==> src/rtl/seq_pkg.sv <==
// Shared types and defaults for the serial pattern transmitter and its detector benches.
package seq_pkg;

   localparam int unsigned DEF_PAT_W = 6;
   localparam int unsigned DEF_CNT_W = 4;
   localparam logic [DEF_PAT_W-1:0] PATTERN_DEFAULT = 6'b101101;

   typedef enum logic [1:0] {
      IDLE = 2'd0,
      SEND = 2'd1,
      GAP  = 2'd2,
      DONE = 2'd3
   } state_e;

endpackage

==> src/rtl/seq_down_counter.sv <==
// Loadable down-counter with a zero flag; load wins over decrement and it never wraps below zero.
module seq_down_counter #(
   parameter int unsigned W = 4
) (
   input  logic         clk,
   input  logic         rst_n,
   input  logic         load,
   input  logic [W-1:0] load_val,
   input  logic         dec,
   output logic         zero_c
);

   logic [W-1:0] count_q;
   logic [W-1:0] count_d;

   always_comb begin
      count_d = count_q;
      if (load) begin
         count_d = load_val;
      end else if (dec && !zero_c) begin
         count_d = count_q - W'(1);
      end
   end

   assign zero_c = (count_q == '0);

   always_ff @(posedge clk or negedge rst_n) begin
      if (!rst_n) begin
         count_q <= '0;
      end else begin
         count_q <= count_d;
      end
   end

endmodule

==> src/rtl/sequence_gen.sv <==
// Serial pattern transmitter: sends a captured pattern MSB-first, reps times, with gap idle cycles between.
module sequence_gen
   import seq_pkg::*;
#(
   parameter int unsigned PAT_W = DEF_PAT_W,
   parameter int unsigned CNT_W = DEF_CNT_W
) (
   input  logic             clk,
   input  logic             rst,
   input  logic             start,
   input  logic [PAT_W-1:0] pattern,
   input  logic [CNT_W-1:0] reps,
   input  logic [CNT_W-1:0] gap,
   output logic             x,
   output logic             x_valid,
   output logic             busy,
   output logic             done
);

   localparam int unsigned BIT_W = $clog2(PAT_W);

   state_e           state_q, state_d;
   logic [PAT_W-1:0] pat_q, pat_d;
   logic [PAT_W-1:0] sh_q, sh_d;
   logic [CNT_W-1:0] gap_len_q, gap_len_d;
   logic             x_q, x_d;
   logic             x_valid_q, x_valid_d;
   logic             busy_q, busy_d;
   logic             done_q, done_d;

   logic             bit_load, bit_dec, bit_zero;
   logic             rep_load, rep_dec, rep_zero;
   logic             gap_load, gap_dec, gap_zero;
   logic [CNT_W-1:0] rep_load_val;
   logic [CNT_W-1:0] gap_load_val;

   // Repetition counter holds "repetitions still to go after this one"; gap counter holds cycles left minus one.
   assign rep_load_val = reps - CNT_W'(1);
   assign gap_load_val = gap_len_q - CNT_W'(1);

   seq_down_counter #(.W(BIT_W)) u_bit_cnt (
      .clk      (clk),
      .rst_n    (rst),
      .load     (bit_load),
      .load_val (BIT_W'(PAT_W - 1)),
      .dec      (bit_dec),
      .zero_c   (bit_zero)
   );

   seq_down_counter #(.W(CNT_W)) u_rep_cnt (
      .clk      (clk),
      .rst_n    (rst),
      .load     (rep_load),
      .load_val (rep_load_val),
      .dec      (rep_dec),
      .zero_c   (rep_zero)
   );

   seq_down_counter #(.W(CNT_W)) u_gap_cnt (
      .clk      (clk),
      .rst_n    (rst),
      .load     (gap_load),
      .load_val (gap_load_val),
      .dec      (gap_dec),
      .zero_c   (gap_zero)
   );

   always_comb begin
      state_d   = state_q;
      pat_d     = pat_q;
      sh_d      = sh_q;
      gap_len_d = gap_len_q;
      bit_load  = 1'b0;
      bit_dec   = 1'b0;
      rep_load  = 1'b0;
      rep_dec   = 1'b0;
      gap_load  = 1'b0;
      gap_dec   = 1'b0;

      case (state_q)
         IDLE: begin
            if (start && (reps != '0)) begin
               state_d   = SEND;
               pat_d     = pattern;
               sh_d      = pattern;
               gap_len_d = gap;
               bit_load  = 1'b1;
               rep_load  = 1'b1;
            end
         end
         SEND: begin
            if (!bit_zero) begin
               sh_d    = sh_q << 1;
               bit_dec = 1'b1;
            end else if (rep_zero) begin
               state_d = DONE;
            end else begin
               rep_dec = 1'b1;
               if (gap_len_q == '0) begin
                  sh_d     = pat_q;
                  bit_load = 1'b1;
               end else begin
                  state_d  = GAP;
                  gap_load = 1'b1;
               end
            end
         end
         GAP: begin
            if (gap_zero) begin
               state_d  = SEND;
               sh_d     = pat_q;
               bit_load = 1'b1;
            end else begin
               gap_dec = 1'b1;
            end
         end
         DONE: begin
            state_d = IDLE;
         end
         default: begin
            state_d = IDLE;
         end
      endcase

      // Outputs are decoded from the next state so the registered copies line up with the state they describe.
      x_valid_d = (state_d == SEND);
      x_d       = x_valid_d & sh_d[PAT_W-1];
      busy_d    = (state_d != IDLE);
      done_d    = (state_d == DONE);
   end

   always_ff @(posedge clk or negedge rst) begin
      if (!rst) begin
         state_q   <= IDLE;
         pat_q     <= PAT_W'(PATTERN_DEFAULT);
         sh_q      <= PAT_W'(PATTERN_DEFAULT);
         gap_len_q <= '0;
         x_q       <= 1'b0;
         x_valid_q <= 1'b0;
         busy_q    <= 1'b0;
         done_q    <= 1'b0;
      end else begin
         state_q   <= state_d;
         pat_q     <= pat_d;
         sh_q      <= sh_d;
         gap_len_q <= gap_len_d;
         x_q       <= x_d;
         x_valid_q <= x_valid_d;
         busy_q    <= busy_d;
         done_q    <= done_d;
      end
   end

   assign x       = x_q;
   assign x_valid = x_valid_q;
   assign busy    = busy_q;
   assign done    = done_q;

endmodule

==> config.mk <==
export PLATFORM = sky130hd
export DESIGN_NAME = sequence_gen
export DESIGN_NICKNAME = d
export VERILOG_FILES = /design/src/rtl/seq_pkg.sv /design/src/rtl/seq_down_counter.sv /design/src/rtl/sequence_gen.sv
export SDC_FILE = /design/constraint.sdc
export NUM_CORES = 1
export LEC_CHECK = 0
export ABC_AREA = 1
export ABC_CLOCK_PERIOD_IN_PS = 2000
export CAP_MARGIN = 20
export CORE_MARGIN = 2
export CORE_UTILIZATION = 50
export DETAILED_ROUTE_END_ITERATION = 10
export GPL_ROUTABILITY_DRIVEN = 0
export PLACE_DENSITY = 0.73
export SETUP_SLACK_MARGIN = 0.5
export SLEW_MARGIN = 20
export SYNTH_ARGS = -nofsm -noshare
export SYNTH_HDL_FRONTEND = slang
export SYNTH_SLANG_ARGS = --single-unit
==> constraint.sdc <==
create_clock -name clk -period 2 [get_ports clk]
set_input_delay 0.5 -clock clk [delete_from_list [all_inputs] [get_ports clk]]
set_output_delay 0.5 -clock clk [all_outputs]
set_load 0.02 [all_outputs]
# Yosys cells after proc, flatten, opt, wreduce, memory -nomap -nowiden
# Cells that the tools add are included.
# word_totals
out_inout_bits	4
regBits	33
elab_cells	83
inputBits	17
# classes
mux	36
n_addsub	5
n_eq_ne	9
n_bitwise	1
reduce_logical	20
# op_table
cell	n
$mux 6	5
$pmux 6 s3	1
$mux 1	17
$mux 4	4
$sub 4x1->4 const B	4
$logic_not 4->1	3
$mux 2	5
$pmux 2 s4	1
$reduce_bool 2->1	4
$eq 2x2->1 const B	3
$mux 3	2
$ne 3x3->1 const B	2
$reduce_and 5->1	1
$eq 2x1->1 const B	2
$logic_and 1x1->1	4
$reduce_bool 4->1	1
$logic_not 1->1	3
$logic_not 3->1	1
$pmux 1 s3	1
$reduce_bool 3->1	1
$sub 3x1->3 const B	1
$logic_not 2->1	1
$ne 2x1->1 const B	1
$ne 2x2->1 const B	1
2 further kinds	2

# Longest topological paths before layout
# depth
depth_word	7
depth_mapped	12
ltp_nobuf	12

# Hierarchy
# From an unflattened synthesis, not the netlist that was laid out.
# hier_totals
hier_cells	284
area_unflattened_um2	2079.5
# by_module_without_submodules
module	area_each_um2	instances	seq_area_each_um2	cells_each
sequence_gen	1296.2	1	560.5	165
seq_down_counter at u_gap_cnt ...	295.3	2	100.1	46
seq_down_counter at u_bit_cnt	192.7	1	75.1	27

# Worst setup path before layout
# No wires, ideal clock.
# synth_path
path_type	register to register
from	register u_bit_cnt.count_q[0]
to	register u_gap_cnt.count_q[2]
path_stages_with_launch	13
period_less_slack_ns	1.602
t_arrival_ns	1.481
slack_ns	0.398
t_required_ns	1.879
n_path_buf	0
setup_ns	0.121
path_cell_list	dfrtp_1 inv_1 ha_1 nand2_2 nor2_8 nand3_4 nand2_1 nand2_1 ha_1 inv_1 nand2_1 nand3_1 o21ai_1
# synth_via
elab_chain_cells	4
word_cells_on_any_way	5
cone_classes	mux: 3; reduce/logical: 2
# synth_rtl
item	line	source
start: declaration	seq_down_counter.sv:13	logic [W-1:0] count_q;
start signal: assignment	seq_down_counter.sv:31	count_q <= count_d;
$logic_not 3->1 *	seq_down_counter.sv:25	assign zero_c = (count_q == '0);
$mux 1 *	sequence_gen.sv:92	if (!bit_zero) begin
$mux 1 *	sequence_gen.sv:80	case (state_q)
$mux 4 / $reduce_bool 2->1 (equally long branches)	n/a	
end signal: assignment	seq_down_counter.sv:31	
end: declaration	seq_down_counter.sv:13	
# Every way passes the cells marked *; elsewhere a longest branch is shown, timed or not.
# A chain may end at the register's enable or synchronous reset.

# Worst setup path after layout
# Same ends and word-level chain as after synthesis.

==> results.yml <==
synthesis:
  yosysTopAreaCell: "dfrtp_1"
  synth_warnings: 0
  synth_ff_type: "dfrtp_1"
  yosysSeqAreaShare: 0.484
  async_reset_ff_frac: 1.00
  syn_nets: 226
  ys_seq_elements: 32
  synthCells: 205
  post-synth-top-count-cell: "nand2_1"
  synthTopCellsByCount: "nand2_1 (70), dfrtp_1 (25), inv_1 (24)"
  synth_top_area_frac: 0.374
  yosys-top-cells-area: "dfrtp_1 (37%), nand2_1 (16%), dfstp_2 (11%)"
  synth_area_per_cell_um2: 8.16
  ys_types: 28
  synth-edff-count: 0
  syn_area_um2: 1670
place:
  io_buffers: 20
  dp_cells: 275
  dp_hpwl_mm: 2.38
worst_setup_path:
  crit_slowest_cell: "dfrtp_1"
  arrival_ps: 1870
  r2r_slack_ps: 340
  crit_path_cell_trace: "inv_2, ha_4, nand2_4, nor2_8, nand3_4, nand2_2, nand2_2, ha_4, inv_2, nand2_1, nand3_1, o21ai_1"
  critPathKind: "reg2reg"
  critPathCaptureType: "register"
  crit_fanout: 6
  critical_path_required_ps: 2210
  max_stage_delay_ps: 410
  start_kind: "register"
drt:
  wl_per_cell_um: 12.9
  vias: 1548
  drc: 0
  viasPerCell: 5.11
  drtIter0Drc: 96
  wirelength_mm: 3.92
  detail-route-antenna-nets: 0
  firstDrtPassIters: 7
clocking:
  cts-buffers-inserted: 5
  cts.sinks: 32
  path_clk_slew_ps: 100
  cts_root_buf: "clkbuf_4"
  cts_hold_buf: 0
  clockBufferDepth: 2
  cts_tree: "built"
  clock_latency_ps: 320
  htreeDepth: 2
timing:
  maxSlewHeadroom: 0.738
  rsz0062_at_grt: "yes"
  setup_viol: 0
  fmaxAchievable_mhz: 602
  worst_slew_pin_slew_ps: 393
  slew_violations: 0
  tns_ps: 0
  fin_crit_sh: 0.830
  hold_violations: 0
  layout_min_cycle_time_ps: 1660
  worst_hold_slack_ps: 475
  skew_ps: 8.38
die:
  dieArea_um2: 3820
  initial_core_util: 0.509
  top_level_ports: 21
  die_w_um: 61.8
  std_cell_rows: 21
  die_y_um: 61.8
  coreArea_um2: 3280
outcome:
  status: "finished clean"
global_routing:
  grt_pass1_wl_mm: 5.69
  grt_max_degree: 33
  track_usage: 0.206
  gr-total-overflow: 0
  first_global_vias: 1345
  antenna_found_initial: 0
worst_hold_path:
  hold_path.class: "reg2reg"
layout:
  syn2layout_area_growth_pct: 41.0
  final_util: 0.718
  final_nets: 277
  layout-drive-gt1-share: 0.374
  antenna_cells: 0
  fin_cells: 303
flow_run:
  cap_violations: 0
power:
  p_leak_uw: 0.00117
  vdd_ir_drop_max_uv: 380
  powerDensity_nw_per_um2: 472
## critical path: cells and delay by family (launching register included)
family | cells | cell delay, ps
AO/OA/AOI/OAI | 1 | 80
AND/OR/NAND/NOR | 7 | 630
flip-flops | 1 | 410
buffers and inverters | 2 | 130
adder cells (fa/ha/maj) | 2 | 300
## cells in the final DEF, fill, tap and decap left out, types with 5 or more instances in the layout
cell and instances:
nand2_1 53, nand4_1 10, o21ai_1 8, clkbuf_4 5, dfstp_2 7, dlygate4sd2_1 5
dfrtp_1 23, nand2_2 18, inv_1 19, buf_4 21, nand3_1 11, nor2_1 11
inv_2 5, clkdlybuf4s50_1 11, buf_6 5, nand2_4 6
## final timing paths
path | start | end | cells past startpoint
max | u_bit_cnt.count_q[0] | u_gap_cnt.count_q[2] | 12
min | pat_q[3] | pat_q[3] | 2
max reg2reg | u_bit_cnt.count_q[0] | u_gap_cnt.count_q[2] | 12
min reg2reg | pat_q[3] | pat_q[3] | 2
max in group asynchronous | rst | sh_q[0] | 2
min in group asynchronous | rst | u_bit_cnt.count_q[2] | 2
## per-stage QoR
stage / setup WS, ps / area (um^2) / total power, uW
2_1_floorplan: 467 / 1710 / 664
3_3_place_gp: 67.3 / 1990 / 713
3_5_place_dp: 12.9 / 1990 / 713
4_1_cts: 449 / 2200 / 1120
5_1_grt: 268 / 2360 / 1170
6_report: 340 / 2360 / 1110
## cells by family after synthesis
family          count (synthesis)  share of synthesized area
xor+xnor                        1                    0.00524
flops                          32                      0.484
compound gates                 20                     0.0740
simple gates                  119                      0.337
buf+inv                        29                     0.0703
fa+ha+maj                       4                     0.0299
## registers in the layout, indices dropped and copies added (netlist names)
| signal | cells |
|---|---|
| sh_q | 5 |
| pat_q | 6 |
| u_gap_cnt.count_q | 4 |
| u_rep_cnt.count_q | 4 |
| state_q | 2 |
| x_valid | 1 |
| x | 1 |
| gap_len_q | 4 |
| u_bit_cnt.count_q | 3 |
| done | 1 |
| busy | 1 |
## power by group
group          leakage (uW)  switching, uW  internal (uW)  total, uW
combinational      0.000744           22.1           27.5       49.6
sequential         0.000383              0            647        647
clock             0.0000386            209            207        416
total               0.00117            231            882       1110
## per-layer routing
| metal | part of all wire | track usage | wire [um] |
|---|---|---|---|
| met5 | 0 | 0 | 0 |
| met4 | 0.023 | 0.106 | 90 |
| met3 | 0.040 | 0.0642 | 156 |
| met2 | 0.53 | 0.323 | 2080 |
| met1 | 0.41 | 0.256 | 1590 |
## layout make-up
type                       count  area (um^2)
sequential                    32          812
inverter                      27          111
clock buffer                   8         68.8
timing repair buffer          46          388
fill                         257          926
tap                           46         57.6
multi-input combinational    144          921
## repair_timing
item,in CTS,in global routing
pin swaps,11,22
setup buffers,11,9
resized for setup,33,35
setup endpoints to repair,21,25
endpoints found under the hold margin,0,0
Power figures use the tool's default switching activity.
==> RTL edit 1, RTL diff (config.mk and constraints unchanged) <==
Set the package constant `DEF_PAT_W` to 7 (it was 6).
--- a/src/rtl/seq_pkg.sv
+++ b/src/rtl/seq_pkg.sv
@@ -1,7 +1,7 @@
 // Shared types and defaults for the serial pattern transmitter and its detector benches.
 package seq_pkg;
 
-   localparam int unsigned DEF_PAT_W = 6;
+   localparam int unsigned DEF_PAT_W = 7;
    localparam int unsigned DEF_CNT_W = 4;
    localparam logic [DEF_PAT_W-1:0] PATTERN_DEFAULT = 6'b101101;
 
Ports: changed (resized pattern); port bits go from 21 to 22. No check against the original RTL was run, so the function may have changed too.
==> RTL edit 1 against the unedited design <==
- sequential cell count is 2 higher
- design area rose by 5.6%
- count of clock-buffer cells in the layout unchanged
- fmax increased by 4.8%
- critical path type unchanged
- critical endpoint unchanged
- area after synthesis grew 7.9%
- routed wire length grew 6.7%
- worst setup slack better by 0.076 ns
- power decreased by 0.79%
- clock power is 14% lower
==> RTL edit 1: results (changes against the unedited design) <==
placed_design:
  post_placement_cell_area_sq_um: 2238  # +12%
  port-buffer-count: 21  # +5.0%
  dpl.hpwl_microns: 2885  # +21%
  dp_slack_ns: -0.1045  # -0.1174 ns
  place.detailed.instances: 314  # +14%
drt:
  via_count: 1678  # +8.4%
  drt_iter0_drc: 118  # +23%
  drt_pre_antenna_iters: 4  # -3
  route.final.wire_length_microns: 4177  # +6.7%
  routed_wire_length_per_instance_microns: 12.58  # -2.7%
  ant_nets: 0  # unchanged
outcome:
  outcome: "complete, no violations"
cts:
  cts_root_buffer: "sky130_fd_sc_hd__clkbuf_4"
  cts_inserted_buffers: 5  # unchanged
  cts.path.max_buffers: 2  # unchanged
  clock_insertion_delay_worst_skew_ns: 0.34  # +0.02 ns
  cts.htree.levels: 2  # unchanged
  clkSlewWorstSetupHoldPaths_ns: 0.09
grt:
  grt_start_max_net_pins: 35  # +6.1%
  global_route_wire_length_before_repair_microns: 7065  # +24%
  grt.total_usage_pct: 22.30  # +1.7 points
  number_of_antenna_violations_at_the_first_check_in_global_routing: 0  # unchanged
synthesis:
  synthMuxAreaShare_pct: 0  # unchanged
  synth.area.top_cells: "sky130_fd_sc_hd__dfrtp_1, sky130_fd_sc_hd__nand2_1, sky130_fd_sc_hd__dfstp_2"
  ys_top_cells_by_count: "sky130_fd_sc_hd__nand2_1, sky130_fd_sc_hd__inv_1, sky130_fd_sc_hd__dfrtp_1, sky130_fd_sc_hd__nand3_1, sky130_fd_sc_hd__nand4_1"
  synth_xor_xnor_area_share_pct: 0  # -0.52 points
  yosysSeqAreaShare_pct: 47.68  # -0.71 points
  synth_fa_ha_area_share_pct: 2.772  # -0.22 points
  synth.net_count: 254  # +12%
  asyncSetResetFlopFracSynth_pct: 100.0  # unchanged
  netlist_instances: 232  # +13%
  yosysWarningCount: 0  # unchanged
  yosysUniqueCellTypes: 22  # -21%
  ys_dominant_reg_cell: "sky130_fd_sc_hd__dfrtp_1"
  synthesized_area_fraction_occupied_by_ao_oa_aoi_and_oai_cells_pct: 7.138  # -0.27 points
sta:
  timing.final.crit_share_pct: 79.22  # -3.8 points
  worst_slew_pin_slew_ns: 0.4264  # +0.03384 ns
  clock_skew_ns: 0.006671  # -0.001711 ns
  hold_slack_ns: 0.4738  # -0.001653 ns
hold_path:
  hp-class: "reg2reg"
final_layout:
  final_nets: 307  # +11%
  layout-drive-gt1-share_pct: 34.27  # -3.1 points
  num_antenna_cells: 0  # unchanged
  top_regs: "pat_q: 7 flops, sh_q: 6 flops"
worst_setup_path:
  rrSetupSlack_ns: 0.42  # +0.08 ns
  worst_path_dominant_cell_family: "simple AND/OR/NAND/NOR gates"
  crit_slowest_cell: "sky130_fd_sc_hd__dfrtp_1"
  crit_path_max_fanout: 5  # -1
  timing.critical_path.slowest_cell_delay_ns: 0.38  # -0.03 ns
  worst_ep_arrival_time_ns: 1.85  # -0.02 ns
flow_run:
  drv_cap: 0  # unchanged
power_and_ir_drop:
  static-leakage-power_nw: 1.228  # +5.3%
  irDropWorstVdd_uv: 331.4  # -13%
RTL edit 1: final cells by class:
cell class,instances,area (sq um)
timing repair buffer,48,397.9
fill,268,899.6
sequential,34,862.1
inverter,32,120.1
clock buffer,8,48.80
multi-input combinational,164,1003
tap,46,57.56
RTL edit 1: repair_timing:
action                     4_1_cts  5_1_grt
setup buffers                    6        4
hold buffers                     0        0
setup endpoints to repair       26       23
pin swaps                        9       10
gates resized for setup         24       36
RTL edit 1: worst paths after layout:
path	start	to	cells past startpoint
max in group asynchronous	rst	pat_q[0]	2
setup reg to reg	u_bit_cnt.count_q[1]	u_gap_cnt.count_q[2]	11
setup / recovery	u_bit_cnt.count_q[1]	u_gap_cnt.count_q[2]	11
hold reg to reg	pat_q[0]	pat_q[0]	2
min in group asynchronous	rst	pat_q[6]	2
hold / removal	pat_q[0]	pat_q[0]	2
RTL edit 1: worst register-to-register path: stages, from the launching register on:
cell	delay [ns]
sky130_fd_sc_hd__dfrtp_1	0.38
sky130_fd_sc_hd__inv_2	0.08
sky130_fd_sc_hd__ha_4	0.16
sky130_fd_sc_hd__nand2_8	0.07
sky130_fd_sc_hd__nor2_8	0.13
sky130_fd_sc_hd__nand3_4	0.13
sky130_fd_sc_hd__nand2_4	0.11
sky130_fd_sc_hd__nand2_4	0.06
sky130_fd_sc_hd__ha_4	0.17
sky130_fd_sc_hd__nand3_1	0.09
sky130_fd_sc_hd__nand3_2	0.07
sky130_fd_sc_hd__o21ai_1	0.07
RTL edit 1: metal layers:
layer | global-route usage [%] | part of all wire [%]
met1 | 26.64 | 43
met2 | 38.80 | 51
met3 | 6.162 | 4.6
met4 | 7.181 | 1.6
met5 | 0 | 0
RTL edit 1: report_power, final:
group,switching [mW],internal [mW]
combinational,0.0258,0.0317
sequential,0,0.688
clock,0.219,0.140
==> RTL edit 2, RTL diff (same flow settings) <==
Without the edit above. Re-encode `state_e` (4 states) as one-hot, 4 bits wide.
--- a/src/rtl/seq_pkg.sv
+++ b/src/rtl/seq_pkg.sv
@@ -5,11 +5,11 @@
    localparam int unsigned DEF_CNT_W = 4;
    localparam logic [DEF_PAT_W-1:0] PATTERN_DEFAULT = 6'b101101;
 
-   typedef enum logic [1:0] {
-      IDLE = 2'd0,
-      SEND = 2'd1,
-      GAP  = 2'd2,
-      DONE = 2'd3
+   typedef enum logic [3:0] {
+      IDLE = 4'b0001,
+      SEND = 4'b0010,
+      GAP  = 4'b0100,
+      DONE = 4'b1000
    } state_e;
 
 endpackage
Check against the original RTL: same outputs for any inputs over 10 cycles, from zero or initial values and one cycle with rst low; not proved beyond that.
==> RTL edit 2 against the unedited design <==
- routed wire length up 13%
- fmax shrank 4.9%
- design area up 6.5%
- area after synthesis rose by 3.5%
- sequential cell count up 2
- power up 25%
- worst setup slack got worse by 0.085 ns
- combinational power is 10% higher
- global-route usage rose by 2.9 points
==> RTL edit 2: results (changes against the unedited design) <==
outcome:
  outcome: "complete, no violations"
final_layout:
  numSequentialCells: 34  # +6.3%
  signal_buffers: 51  # +11%
  final_nets: 286  # +3.2%
  n_clock_buffer: 5  # -3
  sequential_cell_area_sq_um: 860.8  # +6.0%
  layout-drive-gt1-share_pct: 38.35  # +0.99 points
  filler_cell_count: 248  # -3.5%
  share_of_the_final_layout_cell_area_in_multi_input_gates_pct: 36.70  # -2.3 points
  final-nonclk-buf-share_pct: 17.23  # +0.79 points
  final-clk-cell-share_pct: 4.233  # +1.3 points
  nMultiInputCombCells: 140  # -2.8%
grt:
  grt.total_usage_pct: 23.52  # +2.9 points
  grt_use_met1_pct: 29.18  # +3.6 points
  global_route_wire_length_before_repair_microns: 7189  # +26%
  grt_start_max_net_pins: 35  # +6.1%
  groute.layer.met2.usage_pct: 39.78  # +7.5 points
  gr-usage-met3_pct: 4.865  # -1.6 points
placed_design:
  dpl.hpwl_microns: 2523  # +5.8%
  post_placement_cell_area_sq_um: 2146  # +7.6%
  dp_slack_ns: -0.05771  # -0.07061 ns
sta:
  clock_skew_ns: 0.02065  # +0.01227 ns
  worst_slew_pin_slew_ns: 0.4309  # +0.03838 ns
cts:
  clock_insertion_delay_worst_skew_ns: 0.35  # +0.03 ns
synthesis:
  yosysSeqAreaShare_pct: 49.71  # +1.3 points
  ys_top_cells_by_count: "sky130_fd_sc_hd__nand2_1, sky130_fd_sc_hd__inv_1, sky130_fd_sc_hd__dfrtp_1, sky130_fd_sc_hd__nand3_1, sky130_fd_sc_hd__nor2_1"
  syn_avg_cell_area_sq_um: 8.246  # +1.1%
drt:
  routed_wire_length_per_instance_microns: 14.21  # +10%
  via_count: 1625  # +5.0%
  detailroute.wirelength.met2_microns: 2319  # +11%
  drt_iter0_drc: 120  # +25%
  drt_pre_antenna_iters: 5  # -2
worst_setup_path:
  crit_path_max_fanout: 5  # -1
  worst_path_dominant_cell_family: "simple AND/OR/NAND/NOR gates"
power_and_ir_drop:
  p_sw_share_pct: 20.13  # -0.66 points
  irDropWorstVdd_uv: 552.4  # +45%
  power.density_nw_per_um2: 552.7  # +17%
  static-leakage-power_nw: 1.267  # +8.7%
die:
  fp.coreArea_sq_um: 3337  # +1.6%
==> RTL edit 2: cell types whose count changed after synthesis, moves of 4 or more <==
cell | unedited run | this run
sky130_fd_sc_hd__inv_1 | 24 | 31
sky130_fd_sc_hd__nand2_1 | 70 | 63
sky130_fd_sc_hd__nand4_1 | 10 | 3
sky130_fd_sc_hd__nand2_2 | 7 | 1
sky130_fd_sc_hd__nand3_1 | 12 | 18
sky130_fd_sc_hd__o21ai_0 | 5 | 11
sky130_fd_sc_hd__a21oi_1 | 4 | 0
==> RTL edit 2: kinds of logic (layout without fill, tap and decap cells) <==
kind of cell               Yosys count  count (layout)  share of synthesized area [%]
buffers and inverters               36              92                          8.092
AOI/OAI and AO/OA                   25              25                          9.394
and+or+nand+nor                    109             109                          28.90
DFF                                 34              34                          49.71
adders and majority gates            4               4                          2.890
xor gates and xnor gates             2               2                          1.012
==> RTL edit 2: worst paths after layout <==
path	start	end	slack (ns)	depth (start not counted)
worst max-delay path	u_bit_cnt.count_q[0]	u_gap_cnt.count_q[2]	0.25	12
worst min-delay path	pat_q[3]	pat_q[3]	0.47	2
worst max register to register	u_bit_cnt.count_q[0]	u_gap_cnt.count_q[2]	0.25	12
worst min register to register	pat_q[3]	pat_q[3]	0.47	2
max in group asynchronous	rst	sh_q[3]	1.10	2
min in group asynchronous	rst	u_rep_cnt.count_q[3]	0.54	2
==> RTL edit 2: what timing repair did <==
| action | in CTS | in global routing |
|---|---|---|
| cloned | 0 | 1 |
| gates resized for setup | 40 | 21 |
| setup endpoints to repair | 33 | 35 |
| buffers inserted | 10 | 5 |
| pin swaps | 16 | 7 |
